[src/rtl/imem_boot_loader_pkg.sv]
// Shared state encoding and framing constants for the instruction-memory boot loader.
package imem_loader_pkg;

  typedef enum logic [2:0] {
    ST_HDR,
    ST_LOAD,
    ST_CSUM,
    ST_DONE,
    ST_ERROR
  } state_e;

  localparam int HDR_BYTES  = 4;
  localparam int WORD_BYTES = 4;

endpackage

[src/rtl/imem_boot_loader_if.sv]
// Byte-stream input and imem write/status outputs of the boot loader.
// master = stream source / observer side, slave = the loader.
interface imem_boot_loader_if #(
  parameter int ADDR_WIDTH = 10
) ();

  logic                  byte_valid;
  logic [7:0]            byte_data;
  logic                  byte_ready;
  logic                  imem_we;
  logic [ADDR_WIDTH-1:0] imem_addr;
  logic [31:0]           imem_wdata;
  logic                  cpu_rst_hold;
  logic                  load_done;
  logic                  load_error;

  modport master (
    output byte_valid, byte_data,
    input  byte_ready, imem_we, imem_addr, imem_wdata,
           cpu_rst_hold, load_done, load_error
  );

  modport slave (
    input  byte_valid, byte_data,
    output byte_ready, imem_we, imem_addr, imem_wdata,
           cpu_rst_hold, load_done, load_error
  );

endinterface

[src/rtl/imem_boot_loader_packer.sv]
// Packs little-endian bytes into a 32-bit word; o_word_vld fires in the same cycle
// the final byte (index i_last_idx) is accepted. i_clear drops any partial word.
module byte_word_packer (
  input  logic        clk,
  input  logic        rst,
  input  logic        i_clear,
  input  logic        i_byte_vld,
  input  logic [7:0]  i_byte_dat,
  input  logic [1:0]  i_last_idx,
  output logic        o_word_vld,
  output logic [31:0] o_word_dat
);

  logic [1:0]  r_cnt;
  logic [23:0] r_bytes;

  always_ff @(posedge clk) begin
    if (rst || i_clear) begin
      r_cnt   <= '0;
      r_bytes <= '0;
    end else if (i_byte_vld) begin
      r_bytes <= {i_byte_dat, r_bytes[23:8]};
      r_cnt   <= (r_cnt == i_last_idx) ? 2'd0 : r_cnt + 2'd1;
    end
  end

  assign o_word_vld = i_byte_vld && (r_cnt == i_last_idx);
  assign o_word_dat = {i_byte_dat, r_bytes};

endmodule

[src/rtl/imem_boot_loader.sv]
// Boot loader: byte stream -> header word count -> LE words written to imem; core held in reset until DONE.
// Optional trailing 32-bit checksum of the data words when IMEM_LOADER_CHECKSUM_EN is defined.
module imem_boot_loader
  import imem_loader_pkg::*;
#(
  parameter int ADDR_WIDTH = 10,
  parameter int MAX_WORDS  = 1024
) (
  input logic               clk,
  input logic               rst,
  imem_boot_loader_if.slave bus
);

  localparam int CW = ADDR_WIDTH + 1;

`ifdef IMEM_LOADER_CHECKSUM_EN
  localparam state_e AFTER_DATA = ST_CSUM;
`else
  localparam state_e AFTER_DATA = ST_DONE;
`endif

  state_e                r_state;
  state_e                w_next;
  logic                  r_ready;
  logic                  r_we;
  logic [ADDR_WIDTH-1:0] r_addr;
  logic [31:0]           r_wdata;
  logic                  r_hold;
  logic [CW-1:0]         r_n;
  logic [CW-1:0]         r_cnt;
  logic                  w_accept;
  logic                  w_word_vld;
  logic [31:0]           w_word;
  logic [1:0]            w_last_idx;
  logic                  w_last_data;
  logic                  w_clear;
`ifdef IMEM_LOADER_CHECKSUM_EN
  logic [31:0]           r_sum;
`endif

  assign w_accept    = bus.byte_valid && r_ready;
  assign w_last_idx  = (r_state == ST_HDR) ? 2'(HDR_BYTES - 1) : 2'(WORD_BYTES - 1);
  assign w_last_data = (r_cnt == r_n - CW'(1));
  // Any state change discards partially packed bytes.
  assign w_clear     = (w_next != r_state);

  byte_word_packer u_packer (
    .clk        (clk),
    .rst        (rst),
    .i_clear    (w_clear),
    .i_byte_vld (w_accept),
    .i_byte_dat (bus.byte_data),
    .i_last_idx (w_last_idx),
    .o_word_vld (w_word_vld),
    .o_word_dat (w_word)
  );

  always_ff @(posedge clk) begin
    if (rst) r_state <= ST_HDR;
    else     r_state <= w_next;
  end

  always_comb begin
    w_next = r_state;
    case (r_state)
      ST_HDR: begin
        if (w_word_vld) begin
          if (w_word == 32'd0)                w_next = AFTER_DATA;
          else if (w_word > 32'(MAX_WORDS))   w_next = ST_ERROR;
          else                                w_next = ST_LOAD;
        end
      end
      ST_LOAD: begin
        if (w_word_vld && w_last_data) w_next = AFTER_DATA;
      end
`ifdef IMEM_LOADER_CHECKSUM_EN
      ST_CSUM: begin
        if (w_word_vld) w_next = (w_word == r_sum) ? ST_DONE : ST_ERROR;
      end
`endif
      ST_DONE:  w_next = ST_DONE;
      ST_ERROR: w_next = ST_ERROR;
      default:  w_next = ST_HDR;
    endcase
  end

  always_ff @(posedge clk) begin
    if (rst) begin
      r_ready <= 1'b0;
      r_we    <= 1'b0;
      r_addr  <= '0;
      r_wdata <= '0;
      r_hold  <= 1'b1;
      r_n     <= '0;
      r_cnt   <= '0;
    end else begin
      r_ready <= (w_next == ST_HDR) || (w_next == ST_LOAD) || (w_next == ST_CSUM);
      // Release lags DONE entry by a cycle so the final write is already visible.
      r_hold  <= (r_state != ST_DONE);
      r_we    <= 1'b0;
      if (r_state == ST_HDR && w_word_vld) begin
        r_n   <= w_word[CW-1:0];
        r_cnt <= '0;
      end
      if (r_state == ST_LOAD && w_word_vld) begin
        r_we    <= 1'b1;
        r_addr  <= r_cnt[ADDR_WIDTH-1:0];
        r_wdata <= w_word;
        r_cnt   <= r_cnt + CW'(1);
      end
    end
  end

`ifdef IMEM_LOADER_CHECKSUM_EN
  always_ff @(posedge clk) begin
    if (rst || r_state == ST_HDR) r_sum <= '0;
    else if (r_state == ST_LOAD && w_word_vld) r_sum <= r_sum + w_word;
  end
`endif

  assign bus.byte_ready   = r_ready;
  assign bus.imem_we      = r_we;
  assign bus.imem_addr    = r_addr;
  assign bus.imem_wdata   = r_wdata;
  assign bus.cpu_rst_hold = r_hold;
  assign bus.load_done    = (r_state == ST_DONE);
  assign bus.load_error   = (r_state == ST_ERROR);

endmodule

[src/flat_wrapper.sv]
// flat-port wrapper written by rule: the top's interface ports become plain ports
module imem_boot_loader_flat import imem_loader_pkg::*;
#(
  parameter int ADDR_WIDTH = 10,
  parameter int MAX_WORDS  = 1024
)
  (clk, rst, bus_byte_valid, bus_byte_data, bus_byte_ready, bus_imem_we, bus_imem_addr, bus_imem_wdata, bus_cpu_rst_hold, bus_load_done, bus_load_error);
  imem_boot_loader_if #(.ADDR_WIDTH(ADDR_WIDTH)) bus_i ();
  input logic clk;
  input logic rst;
  input wire logic [$bits(bus_i.byte_valid)-1:0] bus_byte_valid;
  input wire logic [$bits(bus_i.byte_data)-1:0] bus_byte_data;
  output wire logic [$bits(bus_i.byte_ready)-1:0] bus_byte_ready;
  output wire logic [$bits(bus_i.imem_we)-1:0] bus_imem_we;
  output wire logic [$bits(bus_i.imem_addr)-1:0] bus_imem_addr;
  output wire logic [$bits(bus_i.imem_wdata)-1:0] bus_imem_wdata;
  output wire logic [$bits(bus_i.cpu_rst_hold)-1:0] bus_cpu_rst_hold;
  output wire logic [$bits(bus_i.load_done)-1:0] bus_load_done;
  output wire logic [$bits(bus_i.load_error)-1:0] bus_load_error;
  assign bus_i.byte_valid = bus_byte_valid;
  assign bus_i.byte_data = bus_byte_data;
  assign bus_byte_ready = bus_i.byte_ready;
  assign bus_imem_we = bus_i.imem_we;
  assign bus_imem_addr = bus_i.imem_addr;
  assign bus_imem_wdata = bus_i.imem_wdata;
  assign bus_cpu_rst_hold = bus_i.cpu_rst_hold;
  assign bus_load_done = bus_i.load_done;
  assign bus_load_error = bus_i.load_error;
  imem_boot_loader #(.ADDR_WIDTH(ADDR_WIDTH), .MAX_WORDS(MAX_WORDS)) u_core (.clk(clk), .rst(rst), .bus(bus_i));
endmodule
[config.mk]
export PLATFORM = sky130hd
export DESIGN_NAME = imem_boot_loader_flat
export DESIGN_NICKNAME = d
export VERILOG_FILES = /design/src/rtl/imem_boot_loader_pkg.sv /design/src/rtl/imem_boot_loader_if.sv /design/src/rtl/imem_boot_loader_packer.sv /design/src/rtl/imem_boot_loader.sv /design/src/flat_wrapper.sv
export SDC_FILE = /design/constraint.sdc
export NUM_CORES = 1
export LEC_CHECK = 0
export ABC_AREA = 1
export CAP_MARGIN = 30
export CORE_MARGIN = 4
export CORE_UTILIZATION = 48
export DETAILED_ROUTE_END_ITERATION = 16
export PLACE_DENSITY = 0.74
export SYNTH_ARGS = -nofsm -noshare
export SYNTH_HDL_FRONTEND = slang
export SYNTH_HIERARCHICAL = 1
export SYNTH_SLANG_ARGS = --single-unit
[constraint.sdc]
create_clock -name clk -period 5.4 [get_ports clk]
set_clock_uncertainty 0.2 [all_clocks]
set_input_delay 0.81 -clock clk [delete_from_list [all_inputs] [get_ports clk]]
set_output_delay 0.81 -clock clk [all_outputs]
set_load 0.03 [all_outputs]
* Word level (Yosys, flattened, before mapping)
Index checks and enable logic that the tools add are counted.
** Word-level totals
- Input bits :: 11
- Output and inout bits :: 47
- Logic and storage cells :: 44
- Register bits after elaboration :: 96
** Operators by class
- Eq/ne operators :: 9
- Add/sub/neg operators :: 3
- Reduce and logical (&&, ||, !) cells :: 12
- Order comparisons :: 1
- Muxes and demuxes :: 9
** Operators with widths (number)
- greater-than comparator 32 x 11 -> 1 bit, second input constant :: 1
- zero test 32 bit :: 1
- 2-to-1 mux 11 bit :: 2
- 2-to-1 mux 3 bit :: 4
- one-hot mux 3 bit (4 select lines) :: 1
- adder 11 x 1 -> 11 bit, second input constant :: 1
- equality test 11 bit :: 1
- subtractor 11 x 1 -> 11 bit, second input constant :: 1
- equality test 3 x 1 -> 1 bit, second input constant :: 2
- equality test 3 x 2 -> 1 bit, second input constant :: 2
- zero test 3 bit :: 2
- logical AND 1 bit :: 5
- equality test 3 bit, second input constant :: 1
- logical OR 1 bit :: 3
- inequality test 3 x 2 -> 1 bit, second input constant :: 1
- inequality test 3 bit :: 1
- adder 2 x 1 -> 2 bit, second input constant :: 1
- equality test 2 bit, second input constant :: 1
- 2-to-1 mux 2 bit :: 1
- nonzero test 2 bit :: 1
- 2-to-1 mux 1 bit :: 1

* Depth between registers and ports, before layout
Gate-level depths: netlist of the first run.
- Depth after elaboration :: 8
- Gate-level depth with buffers :: 19
- Depth with buffers taken out :: 17

* Modules after synthesis
The synthesis of the first run kept the hierarchy.
** By module, submodules not included
- imem_boot_loader :: seq. area each 1401.3 sq um, instances 1, cells an instance 443, area each 3110.5 sq um
- byte_word_packer :: seq. area each 520.5 sq um, instances 1, cells an instance 136, area each 1072.3 sq um

* Worst setup path after synthesis of the first run
No wires, ideal clock.
- Path kind :: input to register
- Start point :: input port bus_byte_valid
- End point :: register u_core.u_packer.r_bytes[16]
- Setup time :: 0.114 ns
- Required time :: 5.086 ns
- Buffers on the path :: 2
- Cell stages on the path :: 19
- Path slack :: 2.591 ns
- Arrival time :: 2.495 ns
- Cells stage by stage :: nand2_1 -> inv_1 -> buf_6 -> nand3_1 -> nor2_2 -> inv_1 -> nor3_4 -> inv_2 -> nor2_2 -> inv_2 -> nor2_1 -> a21oi_1 -> o21ai_2 -> nand2_1 -> nand3_1 -> nor2_4 -> buf_6 -> o21ai_1 -> nor2_2
** On the way
- Word-level cells in the longest chain between the ends :: 7
- Elaborated cells between the ends (all ways) :: 8
- Classes of those cells :: 1 x eq/ne; 3 x mux; 4 x reduce/logical
** Ends and longest elaborated chain
- start: declaration :: line flat_wrapper.sv:11 : input wire logic [$bits(bus_i.byte_valid)-1:0] bus_byte_valid;
- logical AND 1 bit (*) :: line imem_boot_loader.sv:41 : assign w_accept = bus.byte_valid && r_ready;
- named net u_core.w_accept :: line imem_boot_loader.sv:31 : logic w_accept;
- logical AND 1 bit (*) :: line imem_boot_loader_packer.sv:27 : assign o_word_vld = i_byte_vld && (r_cnt == i_last_idx);
- named net u_core.w_word_vld :: line imem_boot_loader.sv:32 : logic w_word_vld;
- logical AND 1 bit :: line imem_boot_loader.sv:74 : if (w_word_vld && w_last_data) w_next = AFTER_DATA;
- 2-to-1 mux 3 bit :: line imem_boot_loader.sv:74
- one-hot mux 3 bit (4 select lines) (*) :: line imem_boot_loader.sv:65 : case (r_state)
- inequality test 3 bit (*) :: line imem_boot_loader.sv:45 : assign w_clear = (w_next != r_state);
- named net u_core.w_clear :: line imem_boot_loader.sv:36 : logic w_clear;
- logical OR 1 bit (*) :: line imem_boot_loader_packer.sv:18 : if (rst || i_clear) begin
- end signal: assignment :: line imem_boot_loader_packer.sv:22 : r_bytes <= {i_byte_dat, r_bytes[23:8]};
- end: declaration :: line imem_boot_loader_packer.sv:15 : logic [23:0] r_bytes;
Mark *: on every way through the listed nets, which the timed path passes. The rest lies on a longest branch.
A chain may end at the register's enable or synchronous reset.

* Worst setup path after layout of the first run
- Start point :: input port bus_byte_valid
- End point :: register u_core.u_packer.r_bytes[11]
Same word-level chain as after synthesis.

==> results_dict.tcl, run 1 <==
set metrics [dict create \
    antenna_cells 0 \
    setup_ws_ns 1.80 \
    switching_power_uw 341 \
    slew_viol_final 0 \
    rsz0062_at_grt "no" \
    post_cts_resize_count 0 \
    synth_cells 579 \
    synth_area_um2 4180 \
    synth_common_cells "nand2_1 (124), dfxtp_1 (96), nor2_1 (94), a21oi_1 (61), inv_1 (42)" \
    period_share_pct 66.6 \
    power_frac_comb_pct 9.7 \
    stdcell_count 730 \
    grt_pass1_vias 3529 \
    syn2layout_area_growth_pct 16.5 \
    cts_buffers 9 \
    dieArea_um2 10300 \
    cts.clk_slew.worst_paths_ns 0.09 \
    cts_sinks 96 \
    path_delay_family "simple AND/OR/NAND/NOR gates" \
    cts_root_buf "clkbuf_8" \
    overflow 0 \
    place_hpwl_um 6780 \
    syn_area_per_cell_um2 7.22 \
    first_pass_iters 4 \
    internal-power_uw 951 \
    fin_nets 633 \
    synth_edf_count 0 \
    max_stage_delay_ns 0.45 \
    ios 58 \
    holdWs_ns 0.269 \
    dr_total_vias 3669 \
    worstPathRequired_ns 5.46 \
    die-width_um 101 \
    wl_per_cell_um 13.1 \
    worstPathMaxFanout 33 \
    place_congestion 0.879 \
    grt_pass1_wl_um 16500 \
    hold_viol 0 \
    synth.area.top_cells "dfxtp_1 (46%), nand2_1 (11%), nor2_1 (8.4%)" \
    synthDistinctLibCells 36 \
    synth_seq_area_share_pct 45.9 \
    crit_chain "clkdlybuf4s50_1 -> nand2_1 -> inv_1 -> buf_4 -> nand3_1 -> nor2_2 -> inv_1 -> nor3_4 -> nand2_2 -> nor2_1 -> nand2_1 -> nor2_1 -> nand3_1 -> o21ai_2 -> nand2_1 -> nand3_1 -> nor2_4 -> o21ai_1 -> nor2_1" \
    htreeDepth 3 \
    synthFlopType "dfxtp_1" \
    drive_gt1_share_pct 6.72 \
    setup_viol 0 \
    tns_ns 0 \
    vias_per_cell 5.03 \
    clock_latency_ns 0.36 \
    hp-class "reg -> reg" \
    dp_cells 714 \
    initialDrtViolationCount 221 \
    switching_share_pct 26.4 \
    tightest_slew_ns 0.885 \
    crit_type "in -> reg" \
    grt_usage_pct 20.2 \
    core-area_um2 8340 \
    cts.path.max_buffers 2 \
    fmax_ghz 0.278 \
    crit_buf_inv 4 \
    power.leakage_uw 0.00193 \
    drcViolationCount 0 \
    synth_top_area_share_pct 45.9 \
    end_kind "flip-flop" \
    relSlewSlack_pct 40.9 \
    cts_tree "done" \
    post_cts_buffers 0 \
    slowest_stage "clkdlybuf4s50_1" \
    outcome "completed" \
    pwr-share-seq_pct 57.7 \
    die_h_um 101 \
    antenna_found_initial 0 \
    grt_max_degree 46 \
    pre_cts_ws_ns 1.40 \
    cp.arrival_ns 3.65 \
    placed_area_um2 4700 \
    fin_crit_ns 3.60 \
    ir_drop_mv 0.132 \
    routed_wl_um 9590 \
    p_per_area_nw_per_um2 265 \
    rows 33 \
    async_flop_share_pct 0 \
    ys_ff_latch 96 \
    startpoint_type "primary input" \
    clockPowerShare_pct 32.6 \
    synth_area_leader_cell "dfxtp_1" \
    ant_nets 0 \
    cap_violations 0 \
    synthMostInstantiatedCell "nand2_1" \
    design_area_um2 4870 \
    ys.warnings.count 6 \
    initial_core_util_pct 50.2 \
    holdBufCountCts 0 \
    place.port_buffers 57 \
]
[layer usage]
layer  GRT usage, %  vias up  share of wire (%)
met5              0        -                  0
met4           9.00        0                2.6
met3           4.68       18                4.0
met2           33.2       64                 49
met1           25.2     1651                 44
li1               -     1936                  -
[metrics by stage]
step	total power [µW]	utilization [%]
2_1_floorplan	860	-
3_3_place_gp	883	56.3
3_5_place_dp	886	56.3
4_1_cts	1300	58.4
5_1_grt	1360	58.4
6_report	1290	58.4
[power by group through the flow]
| stage | sequential [µW] | combinational, µW | clock [µW] |
|---|---|---|---|
| floorplan | 756 | 103 | 0 |
| global placement | 761 | 122 | 0 |
| detailed placement | 762 | 124 | 0 |
| CTS | 745 | 125 | 434 |
| global route | 749 | 143 | 466 |
| finish | 745 | 125 | 422 |
[cell usage in the layout, fill, tap and decap left out, types with 3 or more instances in the layout]
cell	instances
nand2_1	124
dfxtp_1	96
nor2_2	8
clkinv_2	3
nand3_1	24
o21ai_1	25
a21oi_1	61
conb_1	5
inv_2	5
xnor2_1	3
nor3_2	3
inv_1	42
o21ai_0	34
or2_2	3
clkdlybuf4s50_1	57
a221oi_1	3
clkbuf_8	10
nor2_1	94
buf_4	3
[cells by family after synthesis]
family	Yosys count	share of synthesized area (%)
buf+inv	82	9.75
xor+xnor	4	0.838
simple gates	265	26.6
flops	96	45.9
other cells	1	0.0897
fa+ha+maj	2	0.598
compound gates	129	16.2
[worst min-delay path: cells and delay by family, from the launching register on]
| family | cells | cell delay (ns) |
|---|---|---|
| DFF | 1 | 0.32 |
| AOI/OAI and AO/OA | 1 | 0.05 |
| and+or+nand+nor | 1 | 0.06 |
[final timing paths]
kind,end,slack (ns),cells past startpoint,startpoint
setup / recovery,u_core/u_packer/r_bytes[11],1.80,19,bus_byte_valid
hold / removal,u_core/bus.imem_wdata[27],0.27,2,u_core/bus.imem_wdata[27]
setup reg to reg,u_core/u_packer/r_bytes[15],2.35,18,u_core/bus.byte_ready
hold reg to reg,u_core/bus.imem_wdata[27],0.27,2,u_core/bus.imem_wdata[27]
[state kept, by name (all words and copies together) (netlist names), 2 cells and up]
name / count
u_core/r_state: 3
u_core/r_cnt: 11
u_core/u_packer/r_cnt: 2
u_core/bus.imem_wdata: 32
u_core/r_n: 11
u_core/bus.imem_addr: 10
u_core/u_packer/r_bytes: 24
[area by class of cell]
type                       count  area (µm²)
inverter                      48         185
fill                         804        3470
multi-input combinational    405        1870
timing repair buffer          60         593
tap                          105         131
clock inverter                 5        31.3
sequential                    96        1920
clock buffer                  11         141
Power figures use the tool's default switching activity.
==> run 2: changes to the inputs <==
==> constraint.sdc (replaced) <==
create_clock -name clk -period 3.4 [get_ports clk]
set_clock_uncertainty 0.2 [all_clocks]
set_input_delay 0.51 -clock clk [delete_from_list [all_inputs] [get_ports clk]]
set_output_delay 0.51 -clock clk [all_outputs]
set_load 0.03 [all_outputs]
==> run 2 against run 1 <==
Global-route usage shrank 0.22 points; combinational power up 61%; sequential cell count is the same; first-iteration DRC count down 12%; register-to-register slack got worse by 1.6 ns; count of clock-buffer cells in the layout shrank 1; wire length up 1.3%; design area increased by 1.4%; die area did not move; worst hold slack got worse by 0.0021 ns; core utilization up 0.84 points; sequential power rose by 58%.
==> results_dict.tcl, run 2 (synthesized netlist as in run 1, its figures left out) <==
set metrics [dict create \
    power.leakage_uw 0.00196 \
    crit_chain "clkdlybuf4s50_1 -> or2_1 -> nor3_2 -> nand3_1 -> nor2_2 -> nor2_1 -> nand2_1 -> nand2_1 -> nor2_1 -> nand3_1 -> nor2_4 -> o21ai_0 -> nor2_1" \
    first_pass_iters 4 \
    routed_wl_um 9720 \
    ir_drop_mv 0.215 \
    cts.clk_slew.worst_paths_ns 0.10 \
    post_cts_resize_count 0 \
    hold_viol 0 \
    holdWs_ns 0.267 \
    hold_path_depth 2 \
    r2r_start "u_core/r_n[0]" \
    ios 58 \
    vias_per_cell 5.14 \
    drcViolationCount 0 \
    max_stage_delay_ns 0.46 \
    overflow 0 \
    relSlewSlack_pct 64.9 \
    largest_reg_flops 32 \
    cts_tree "done" \
    antenna_cells 0 \
    worstPathRequired_ns 3.50 \
    slowest_stage "nor2_4" \
    cp.arrival_ns 2.92 \
    drive_gt1_share_pct 7.47 \
    worstPathMaxFanout 26 \
    grt_pass1_vias 3602 \
    place_hpwl_um 6870 \
    crit_type "in -> reg" \
    cts_root_buf "clkbuf_8" \
    end_kind "flip-flop" \
    layout_common_cells "nand2_1 (124), dfxtp_1 (96), nor2_1 (94)" \
    place.port_buffers 57 \
    place_congestion 0.870 \
    syn2layout_area_growth_pct 18.2 \
    fin_crit_ns 2.82 \
    r2r_end "u_core/u_packer/r_bytes[13]" \
    rr_worst_depth 16 \
    cts_buffers 9 \
    rows 33 \
    fin_nets 637 \
    rsz0062_at_grt "no" \
    cap_violations 0 \
    fmax_ghz 0.355 \
    die-width_um 101 \
    clock_latency_ns 0.36 \
    dr_total_vias 3773 \
    outcome "completed" \
    r2r_slack_ns 0.72 \
    grt_usage_pct 19.9 \
    hold_start "u_core/bus.imem_wdata[5]" \
    stdcell_count 734 \
    core-area_um2 8340 \
    path_common_cell "nor2_1" \
    dp_cells 718 \
    post_cts_buffers 0 \
    hp-class "reg -> reg" \
    initialDrtViolationCount 194 \
    cts.path.max_buffers 2 \
    htreeDepth 3 \
    setup_viol 0 \
    final_common_cell "nand2_1" \
    grt_max_degree 41 \
    period_share_pct 82.8 \
    wl_per_cell_um 13.2 \
    ant_nets 0 \
    grt_pass1_wl_um 16400 \
    hold_end "u_core/bus.imem_wdata[5]" \
    cts_sinks 96 \
    die_h_um 101 \
    startpoint_type "primary input" \
    dieArea_um2 10300 \
    p_per_area_nw_per_um2 439 \
    antenna_found_initial 0 \
    tns_ns 0 \
    tightest_slew_ns 0.526 \
    holdBufCountCts 0 \
    slew_viol_final 0 \
    initial_core_util_pct 50.2 \
]
## run 2: cell types whose count changed in the layout (fill, tap and decap cells not counted)
| cell | change |
|---|---|
| clkinv_2 | -3 |
| clkinv_4 | +1 |
| bufinv_16 | +1 |
| inv_6 | +1 |
| inv_8 | +1 |
| clkbuf_1 | -1 |
| buf_4 | +4 |
## run 2: worst max-delay path, delay by kind of cell
family	cells	cell delay [ns]
and+or+nand+nor	11	1.76
buffers and inverters	1	0.45
AOI/OAI and AO/OA	1	0.19
## run 2: per-layer routing
metal,vias to the layer above,track usage [%],routed length (µm)
li1,1943,-,-
met1,1737,24.5,4360
met2,74,34.0,4700
met3,19,3.37,392
met4,0,9.41,266
met5,-,0,0
## run 2: where the power goes
group | switching [µW] | total (µW) | leakage, µW | internal (µW)
clock network | 415 | 786 | 0.000105 | 372
registers | 30.5 | 1180 | 0.000778 | 1150
logic | 126 | 201 | 0.00108 | 74.6
total | 571 | 2170 | 0.00196 | 1600
## run 2: how the worst max path moves through the flow
stage                     depth (start not counted)                          end  slack, ns                   from
final                                            13  u_core/u_packer/r_bytes[13]       0.58       bus_byte_data[0]
after CTS                                        13  u_core/u_packer/r_bytes[13]       0.61       bus_byte_data[0]
after floorplan                                  19  u_core/u_packer/r_bytes[16]       0.88  u_core/bus.byte_ready
after global routing                             13  u_core/u_packer/r_bytes[14]       0.33       bus_byte_data[0]
after global placement                           13  u_core/u_packer/r_bytes[14]       0.34       bus_byte_data[0]
after detailed placement                         13     u_core/u_packer/r_cnt[0]       0.28       bus_byte_data[0]
## run 2: area by class of cell
type,instances,area [µm²]
fillers,759,3400
flip-flops and latches,96,1920
well taps,105,131
repair buffers,64,623
clock buffers,10,138
inverters,48,185
multi-input cells,405,1870
clock inverters,6,75.1
## run 2: stage by stage
stage                     util [%]  power [µW]  setup slack, ns  instance area [µm²]
after floorplan                  -        1370            0.879                 4200
after global routing          59.3        2280            0.327                 4940
after CTS                     59.3        2190            0.611                 4940
after global placement        56.7        1400            0.338                 4730
after detailed placement      56.7        1410            0.276                 4730
final                         59.3        2170            0.584                 4940
